===== src/rtl/lb_slave_pipe.sv =====
// Registered local-bus adapter: window decode, one-cycle strobe/addr/data stage into the slave,
// and a fixed-latency read-valid regeneration pipeline that also covers out-of-window reads.
module lb_slave_pipe #(
   parameter int          AW        = 24,
   parameter int          SAW       = 17,
   parameter int unsigned WINDOW    = 0,
   parameter int          READ_LAT  = 3,
   parameter logic [31:0] MISS_DATA = 32'hdeadf00d
) (
   input  logic           lb_clk,
   input  logic           rst,
   input  logic           m_strobe,
   input  logic           m_rd,
   input  logic           m_write,
   input  logic [AW-1:0]  m_addr,
   input  logic [31:0]    m_wdata,
   output logic [31:0]    m_rdata,
   output logic           m_rd_valid,
   output logic [SAW-1:0] s_addr,
   output logic [31:0]    s_wdata,
   output logic           s_write,
   output logic           s_read,
   input  logic [31:0]    s_rdata,
   output logic [15:0]    miss_count,
   input  logic           miss_clear
);

   localparam int STAGES = READ_LAT + 1;
   localparam logic [AW-SAW-1:0] WIN = WINDOW[AW-SAW-1:0];

   typedef struct packed {
      logic hit;
      logic rd;
      logic wr;
      logic miss;
   } req_t;

   req_t req;
   logic [STAGES:0]   vld_pipe;
   logic [READ_LAT:0] hit_pipe;

   // A read wins over a simultaneous write; the collision itself is what gets counted.
   always_comb begin
      req.hit  = (m_addr[AW-1:SAW] == WIN);
      req.rd   = m_strobe & m_rd;
      req.wr   = m_strobe & m_write & ~m_rd;
      req.miss = m_strobe & (m_rd | m_write) & (~req.hit | (m_rd & m_write));
   end

   assign m_rd_valid = vld_pipe[STAGES];

   always_ff @(posedge lb_clk or posedge rst) begin
      if (rst) begin
         s_addr     <= '0;
         s_wdata    <= '0;
         s_read     <= 1'b0;
         s_write    <= 1'b0;
         vld_pipe   <= '0;
         hit_pipe   <= '0;
         m_rdata    <= '0;
         miss_count <= '0;
      end else begin
         if (m_strobe) begin
            s_addr  <= m_addr[SAW-1:0];
            s_wdata <= m_wdata;
         end
         s_read   <= req.rd & req.hit;
         s_write  <= req.wr & req.hit;
         vld_pipe <= {vld_pipe[STAGES-1:0], req.rd};
         hit_pipe <= {hit_pipe[READ_LAT-1:0], req.hit};
         // Token sits at READ_LAT exactly when the slave's data is on s_rdata.
         if (vld_pipe[READ_LAT])
            m_rdata <= hit_pipe[READ_LAT] ? s_rdata : MISS_DATA;
         if (miss_clear)
            miss_count <= '0;
         else if (req.miss && miss_count != 16'hffff)
            miss_count <= miss_count + 16'd1;
      end
   end

endmodule


===== config.mk =====
export PLATFORM = sky130hd
export DESIGN_NAME = lb_slave_pipe
export DESIGN_NICKNAME = d
export VERILOG_FILES = /design/src/rtl/lb_slave_pipe.sv
export SDC_FILE = /design/constraint.sdc
export NUM_CORES = 1
export LEC_CHECK = 0
export BUFFER_PORTS_ARGS = -buffer_cell sky130_fd_sc_hd__buf_2
export CAP_MARGIN = 30
export CORE_AREA = 2 2 95 97
export DETAILED_ROUTE_END_ITERATION = 6
export DIE_AREA = 0 0 97 99
export HOLD_SLACK_MARGIN = 0.02
export PLACE_DENSITY = 0.89
export SYNTH_ARGS = -nofsm -noshare
export SYNTH_HDL_FRONTEND = slang
export SYNTH_SLANG_ARGS = --single-unit

===== constraint.sdc =====
create_clock -name lb_clk -period 8.3 [get_ports lb_clk]
set_clock_uncertainty 0.2 [all_clocks]
set_input_delay 1.245 -clock lb_clk [delete_from_list [all_inputs] [get_ports lb_clk]]
set_output_delay 1.245 -clock lb_clk [all_outputs]
set_load 0.01 [all_outputs]

==> flow_summary.yaml <==
clock_tree:
  cts_tree: "done"
  clk_pin_slew_worst_paths_ns: 0.10
  cts_buffers: 9
  clock_tree.htree_level_count: 3
  cts_post_setup_buffers_inserted: 0
  cts.path.max_buffers: 2
  clock_sink_count: 108
  ctsHoldBuffers: 0
  clk_latency_ns: 0.35
  root_buffer: "clkbuf_8"
  ctsResizeCount: 0
timing:
  timing.setup.tns_ns: 0
  max_freq_mhz: 324
  post-route-period-util_pct: 37.2
  final_hold_viols: 0
  holdWs_ns: 0.156
  time_the_final_worst_path_needs_with_i_o_delays_and_setup_ns: 3.08
  tightestPinTransition_ns: 1.02
  timing.slew.headroom_pct: 31.7
  grt_setup_unrepaired: "no"
  maxSlewViolCount: 0
  setup_violations: 0
floorplanning:
  die-width_um: 97
  core_region_area_um2: 8550
  initial_core_util_pct: 49.0
  num_rows: 34
  die_area_um2: 9600
  die-height_um: 99
  ioPinCount: 194
critical_path:
  cp-end-kind: "flop"
  setup.worst_path.class: "in -> reg"
  crit_path_cell_trace: "buf_2, nor3_1, a21oi_1, o211ai_2, nor3_1, mux2_2"
  rr_startpoint: "miss_count[0]$_DFFE_PP0P_"
  maximum_fanout_encountered_on_the_critical_timing_path: 29
  required_ns: 8.34
  crit_slowest_cell: "o211ai_2"
  cpPeakStageDelay_ns: 0.79
  crit_arrival_ns: 3.12
  worst_path_most_repeated_cell: "nor3_1"
  worst_setup_path_startpoint: "m_addr[18]"
  type_of_origin_of_the_critical_path: "primary input"
  timing.critical_path.buf_inv: 1
  critical_path.top_delay_family: "compound AO/OA/AOI/OAI gates"
  reg2reg_setup_slack_ns: 5.82
layout:
  layout.cells.most_common_list: "buf_2 (193), dfrtp_1 (108), mux2_2 (50)"
  post-route-util_pct: 63.3
  mostFrequentLayoutCell: "buf_2"
  post_route_cells_drive_above_1_share_pct: 51.4
  area_added_between_synthesis_and_finish_pct: 29.3
  final_design_area_no_fill_um2: 5410
  n_fill_cell: 660
  antenna_cells: 0
  finalNetCount: 605
synth:
  post-synth-top-area-fraction_pct: 64.5
  synth_top_cell_by_area: "dfrtp_1"
  synth.yosys.seq_area_share_pct: 64.5
  syn_avg_cell_area_um2: 13.0
  syn-cell-area_um2: 4190
  postSynthNetCount: 416
  syn_inst: 321
  synth-warning-count: 0
  postSynthRegisterBits: 108
  synth.distinct_cells: 33
  post_synth_main_area_contributors: "dfrtp_1 (65%), mux2_2 (13%), o22a_1 (3.6%)"
job:
  max_cap_viol_count: 0
hold_path:
  hp-class: "reg -> reg"
  min-delay-start: "vld_pipe[0]$_DFF_PP0_"
place:
  routabilityCongestion: 0.837
  dpl_cell_area_um2: 5240
  numPortBuffers: 193
  detailed_place_hpwl_um: 6750
routing:
  detailroute.via_count: 3225
  avgRoutedWirePerCell_um: 14.7
  post-route-drc-count: 0
  detail-route-antenna-nets: 0
  drtIter0Drc: 85
  drt_pass1_iterations: 4
  finalWirelength_um: 9130
  routed_via_density: 5.18
global_routing:
  globalRouteTotalUtil_pct: 19.0
  overflow: 0
  grt_antenna_before_repair: 0
  first_global_vias: 3226
  grt_pass1_wl_um: 14900
  pin_count_of_the_biggest_net_entering_global_routing: 65
power_and_ir_drop:
  irDropWorstVdd_mv: 0.0905
  power_density_nw_per_um2: 180
  total_leakage_power_uw: 0.00258
status:
  run_status: "completed"
==> state kept, by name (all words and copies together) (netlist names) <==
register    count
hit_pipe        4
s_write         1
vld_pipe        5
miss_count     16
s_wdata        32
m_rdata        32
s_addr         17
s_read          1
==> cells by family after synthesis <==
group	share of synthesized area, %
AO/OA/AOI/OAI	9.20
XOR/XNOR	0.209
adder cells (fa/ha/maj)	0.299
buffers and inverters	3.61
flip-flops	64.5
multiplexers	13.7
AND/OR/NAND/NOR	8.46
==> synthesized netlist by cell type <==
cell and number:
o21ai_0 21, nor4_2 1, o21ai_1 1, clkbuf_1 12
dfrtp_1 108, nor3_1 3, a31oi_1 1, buf_1 1
or4_1 5, nor2_1 5, and3_1 3, nand4_2 1
nor3b_2 1, mux2i_1 1, buf_2 1, and2_0 1
nand2_1 22, o22a_1 17, ha_1 1, o31ai_1 5
and4_1 3, nand4_1 2, or3_1 8, o211ai_2 1
mux2_2 50, a21oi_1 14, buf_6 1, and2_1 2
nor2b_1 1, inv_1 19, buf_4 2, nand3_1 6
xor2_1 1
==> final cells by class <==
cell class              count  area (um^2)  share of cell area [%]
flip-flops and latches    108         2700                    49.9
inverters                  19         73.8                    1.36
well taps                 108          135                    2.50
clock buffers              11          141                    2.61
multi-input cells         177         1330                    24.6
clock inverters             4         33.8                   0.624
repair buffers            195          993                    18.3
==> where the power goes <==
part           internal, uW  leakage (uW)  switching [uW]  total [uW]
registers               553       0.00130            16.0         569
logic                  57.8       0.00119            56.6         114
clock network           119     0.0000864             171         290
total                   729       0.00258             243         972
==> worst reg2reg max path, delay by kind of cell, from the launching register on <==
family                     cells  cell delay [ns]
DFF                            1             0.43
and+or+nand+nor                3             0.72
adders and majority gates      1             0.24
muxes                          1             0.37
AOI/OAI and AO/OA              1             0.41
==> stage by stage <==
stage | power (uW) | instances | setup slack (ns)
after global placement | 690 | 606 | 4.53
after CTS | 985 | 622 | 5.28
after global routing | 1020 | 622 | 5.00
final | 972 | 622 | 5.22
after floorplan | 636 | 321 | 4.01
after detailed placement | 696 | 607 | 4.91
==> path summary, 6_finish.rpt <==
path | end | depth (start not counted)
hold / removal | vld_pipe[1]$_DFF_PP0_ | 0
setup reg to reg | miss_count[11]$_DFFE_PP0P_ | 6
hold reg to reg | vld_pipe[1]$_DFF_PP0_ | 0
setup / recovery | miss_count[11]$_DFFE_PP0P_ | 6
min in group asynchronous | m_rdata[20]$_DFFE_PP0P_ | 2
max in group asynchronous | miss_count[7]$_DFFE_PP0P_ | 3
==> metal layers <==
metal,track usage (%),vias up,part of all wire [%],routed length (um)
met5,0,-,0,0
met4,5.53,0,1.1,102
met3,4.96,10,6.8,618
met2,33.1,131,51,4670
met1,23.4,1580,41,3740
li1,-,1504,-,-
No activity file was read; power rests on OpenSTA's default activity.
